File: src/rtl/seven_segment_capture.sv
// Seven-segment bus capture: debounces the segment inputs, decodes each
// settled glyph to a hex nibble and streams it out with a 4-digit history.
module seven_segment_capture #(
    parameter int STABLE_CYCLES = 4
) (
    input  logic        clk,
    input  logic        rst_n,
    input  logic        ena,
    input  logic        clear,
    input  logic [6:0]  seg_in,
    output logic        out_valid,
    input  logic        out_ready,
    output logic [3:0]  out_value,
    output logic        out_error,
    output logic [15:0] digits,
    output logic        overrun
);

    localparam logic [8:0] THRESH = 9'(STABLE_CYCLES);
    localparam logic [7:0] SAT    = 8'(STABLE_CYCLES);

    logic [6:0] seg_q;
    logic [7:0] cnt;
    logic       locked;

    logic       same;
    logic       fire;
    logic       blank;
    logic       good_ev;
    logic [3:0] dval;
    logic       derr;

    always_comb begin
        same    = (seg_in == seg_q);
        fire    = ena && same && !locked && (({1'b0, cnt} + 9'd1) >= THRESH);
        blank   = (seg_in == 7'h00);
        good_ev = fire && !blank;
    end

    // Canonical glyphs only; anything else that is lit is an error
    always_comb begin
        dval = 4'h0;
        derr = 1'b0;
        case (seg_in)
            7'h3F: dval = 4'h0;
            7'h06: dval = 4'h1;
            7'h5B: dval = 4'h2;
            7'h4F: dval = 4'h3;
            7'h66: dval = 4'h4;
            7'h6D: dval = 4'h5;
            7'h7D: dval = 4'h6;
            7'h07: dval = 4'h7;
            7'h7F: dval = 4'h8;
            7'h6F: dval = 4'h9;
            7'h77: dval = 4'hA;
            7'h7C: dval = 4'hB;
            7'h39: dval = 4'hC;
            7'h5E: dval = 4'hD;
            7'h79: dval = 4'hE;
            7'h71: dval = 4'hF;
            default: derr = 1'b1;
        endcase
    end

    always_ff @(posedge clk or negedge rst_n) begin
        if (!rst_n) begin
            seg_q  <= 7'h00;
            cnt    <= 8'd0;
            locked <= 1'b0;
        end else if (ena) begin
            seg_q <= seg_in;
            if (!same) begin
                cnt    <= 8'd1;
                locked <= 1'b0;
            end else begin
                if (cnt < SAT) cnt <= cnt + 8'd1;
                if (fire) locked <= 1'b1;
            end
        end
    end

    // clear wins over events and transfers; tracking state is untouched
    always_ff @(posedge clk or negedge rst_n) begin
        if (!rst_n) begin
            out_valid <= 1'b0;
            out_value <= 4'h0;
            out_error <= 1'b0;
            digits    <= 16'h0000;
            overrun   <= 1'b0;
        end else if (clear) begin
            out_valid <= 1'b0;
            digits    <= 16'h0000;
            overrun   <= 1'b0;
        end else if (good_ev) begin
            if (!out_valid || out_ready) begin
                out_valid <= 1'b1;
                out_value <= derr ? 4'h0 : dval;
                out_error <= derr;
            end else begin
                overrun <= 1'b1;
            end
            if (!derr) digits <= {digits[11:0], dval};
        end else if (out_valid && out_ready) begin
            out_valid <= 1'b0;
        end
    end

endmodule

File: config.mk
export PLATFORM = sky130hd
export DESIGN_NAME = seven_segment_capture
export DESIGN_NICKNAME = d
export VERILOG_FILES = /design/src/rtl/seven_segment_capture.sv
export SDC_FILE = /design/constraint.sdc
export NUM_CORES = 1
export LEC_CHECK = 0
export CAP_MARGIN = 30
export CORE_MARGIN = 2
export CORE_UTILIZATION = 57
export DETAILED_ROUTE_END_ITERATION = 6
export PLACE_DENSITY = 0.85
export SYNTH_ARGS = -nofsm -noshare
export SYNTH_HDL_FRONTEND = slang
export SYNTH_SLANG_ARGS = --single-unit
File: constraint.sdc
create_clock -name clk -period 4.8 [get_ports clk]
set_input_delay 0.72 -clock clk [delete_from_list [all_inputs] [get_ports clk]]
set_output_delay 0.72 -clock clk [all_outputs]
set_load 0.03 [all_outputs]
==> impl_metrics.py <==
metrics = {
    "sta": {
        "fin_setup_tns_ns": 0,
        "max_freq_ghz": 0.308,
        "maxSlewViolCount": 0,
        "tightest_slew_ns": 0.835,
        "final.period_utilization_pct": 67.6,
        "max_slew_margin_pct": 44.4,
        "hold_viol": 0,
        "setup_viol": 0,
        "rsz0062_at_grt": "no",
        "skew_ns": 0.00579,
        "period_minus_slack_ns": 3.25,
    },
    "run": {
        "maxCapViolCount": 0,
    },
    "clock_tree": {
        "cts_hold_buf": 0,
        "numCtsBuffers": 5,
        "cts_resized": 0,
        "cts.sinks": 39,
        "cts_tree": "yes",
        "cts_setup_buffers": 0,
        "path_clk_slew_ns": 0.08,
        "cts_root_buf": "clkbuf_8",
        "h-tree-depth": 2,
        "insertion_delay_ns": 0.30,
        "cts_buffer_depth": 2,
    },
    "setup_path": {
        "arrival_ns": 3.47,
        "path_max_fanout": 12,
        "worstSetupStartpointType": "input port",
        "rrSetupSlack_ns": 2.32,
        "crit_required_ns": 5.02,
        "max_stage_delay_ns": 0.74,
        "reg2reg_depth": 6,
        "path_cells": "clkdlybuf4s50_1 -> xor2_1 -> nor4_2 -> nand4_2 -> and3b_1 -> o31a_1 -> mux2i_1",
        "startpoint": "seg_in[4]",
        "worst_path_max_delay_cell": "clkdlybuf4s50_1",
        "path_class": "input port to flop",
        "r2r-end": "digits[15]",
        "endpoint_kind": "flop",
        "r2r-start": "seg_q[4]",
    },
    "floorplanning": {
        "start_util_pct": 58.6,
        "ios": 35,
        "rows": 22,
        "die_y_um": 64.9,
        "die_area_mm2": 0.00421,
        "die_x_um": 64.9,
        "design.core.area_mm2": 0.00361,
    },
    "final_layout": {
        "final_cells": 277,
        "nNetsFinal": 241,
        "layout-area-overhead-vs-synth_pct": 22.1,
        "n_antenna_cell": 0,
        "fin_util_pct": 71.5,
        "drive_above_1_share_pct": 11.4,
        "num-fill-cells": 254,
    },
    "logic_synthesis": {
        "synth_top_area_share_pct": 46.2,
        "synth_cell_type_count": 54,
        "ys_ff_latch": 39,
        "ys_seq_area_share_pct": 46.2,
        "synth_most_common_cell": "dfrtp_1",
        "synth_flop_cell": "dfrtp_1",
        "synth_cells": 200,
        "synth_nets": 213,
        "mappedNetlistArea_mm2": 0.00211,
        "yosysTopAreaCell": "dfrtp_1",
        "synth_area_leaders": "dfrtp_1, mux2i_1, nand2b_1, mux2_2, xor2_1",
        "synth.avg_cell_area_um2": 10.6,
        "ys_top_cells_by_count": "dfrtp_1, nand2b_1, mux2i_1",
        "async_reset_ff_share_pct": 100,
        "ys.warnings.count": 0,
        "synth_edf_count": 0,
    },
    "power": {
        "p_int_mw": 0.572,
        "clockPowerShare_pct": 44.2,
        "switchingPower_mw": 0.159,
        "p_leak_nw": 1.15,
        "power_switching_share_pct": 21.7,
        "cellPowerDensity_mw_per_mm2": 283,
        "seq_power_share_pct": 46.6,
        "power_frac_comb_pct": 9.2,
        "vdd_drop_max_mv": 0.207,
    },
    "global_routing": {
        "grt_pass1_vias": 1392,
        "grt_pass1_wl_um": 6460,
        "grt_max_degree": 40,
        "grt_use_total_pct": 20.4,
        "grt_antenna_before_repair": 0,
        "grt_remaining_overflow": 0,
    },
    "hold_path": {
        "min_to": "cnt[6]",
        "min_from": "cnt[6]",
        "hold_class": "flop to flop",
        "min_path_cells": 1,
    },
    "drt": {
        "vias_per_cell": 5.65,
        "drc": 0,
        "routed_wl_um": 3910,
        "vias": 1564,
        "postRouteAntennaNets": 0,
        "wire_per_inst_um": 14.1,
        "dr.pass1.iters": 4,
        "drt-initial-drc-count": 95,
    },
    "outcome": {
        "run_status": "finished, final reports clean",
    },
    "placed_design": {
        "dpl.cell_count": 269,
        "port_buffers": 34,
        "place.gp.congestion": 0.813,
        "place_hpwl_um": 2750,
    },
}
power groups by stage:
stage          clock network, mW  registers (mW)  logic [mW]
3_5_place_dp                   0           0.347      0.0668
3_3_place_gp                   0           0.347      0.0664
6_report                   0.323           0.341      0.0672
5_1_grt                    0.344           0.341      0.0753
4_1_cts                    0.329           0.340      0.0678
2_1_floorplan                  0           0.347      0.0444
placed cells by master, fill, tap and decap left out, types with 2 or more instances in the layout:
cell	instances
xnor2_1	4
mux2_2	7
o22ai_1	2
nor4_1	3
a22oi_1	2
nor4b_1	2
inv_1	8
clkbuf_8	5
and2_1	4
mux2i_1	15
clkdlybuf4s50_1	33
o32ai_1	3
nand4_1	4
dfrtp_1	39
nor2_1	9
xor2_1	6
nand2b_1	18
bufinv_16	2
nand2_1	12
mux2_4	2
or3_1	2
and3b_1	2
o21a_1	2
o21ai_0	2
nor3_1	4
a21oi_1	8
nand3_1	2
final cells by class:
type / instances / area, um^2 / share of cell area, %
clock inverters: 3 / 67.6 / 2.62
flip-flops and latches: 39 / 976 / 37.8
inverters: 9 / 33.8 / 1.31
well taps: 48 / 60.1 / 2.33
clock buffers: 5 / 68.8 / 2.67
multi-input cells: 139 / 1040 / 40.3
repair buffers: 34 / 335 / 13.0
kinds of logic (layout without fill, tap and decap cells):
logic type | Yosys count | after routing | share of synthesized area, %
AND/OR/NAND/NOR | 70 | 70 | 20.0
flip-flops | 39 | 39 | 46.2
AO/OA/AOI/OAI | 33 | 33 | 11.7
multiplexers | 25 | 25 | 12.8
buffers and inverters | 22 | 51 | 4.68
XOR/XNOR | 10 | 10 | 4.14
adder cells (fa/ha/maj) | 1 | 1 | 0.592
how the worst max path moves through the flow:
| stage | endpoint |
|---|---|
| floorplan | out_error |
| global placement | digits[0] |
| detailed placement | digits[4] |
| CTS | digits[15] |
| global route | digits[15] |
| finish | digits[15] |
state kept, by name, indices dropped and copies added (netlist names):
name / count
cnt: 8
digits: 16
locked: 1
out_error: 1
out_valid: 1
out_value: 4
overrun: 1
seg_q: 7
stage by stage:
| stage | hold WS, ns | instance area, um^2 | setup WS, ns | power (mW) |
|---|---|---|---|---|
| finish | 0.493 | 2580 | 1.55 | 0.730 |
| floorplan | 0.424 | 2110 | 2.37 | 0.391 |
| CTS | 0.492 | 2580 | 1.56 | 0.738 |
| global placement | 0.470 | 2440 | 1.35 | 0.413 |
| global route | 0.503 | 2580 | 1.36 | 0.761 |
| detailed placement | 0.475 | 2440 | 1.31 | 0.414 |
routing by layer:
layer | track usage, % | wire length (um) | part of all wire [%] | vias to the layer above
li1 | - | - | - | 776
met1 | 26.8 | 1790 | 46 | 730
met2 | 31.1 | 1860 | 48 | 49
met3 | 4.34 | 181 | 4.6 | 9
met4 | 12.0 | 74 | 1.9 | 0
met5 | 0 | 0 | 0 | -
worst max-delay path, delay by kind of cell:
family          cells  cell delay (ns)
xor+xnor            1             0.15
buf+inv             1             0.74
simple gates        3             0.98
mux                 1             0.26
compound gates      1             0.60
No activity file was read; power rests on OpenSTA's default activity.
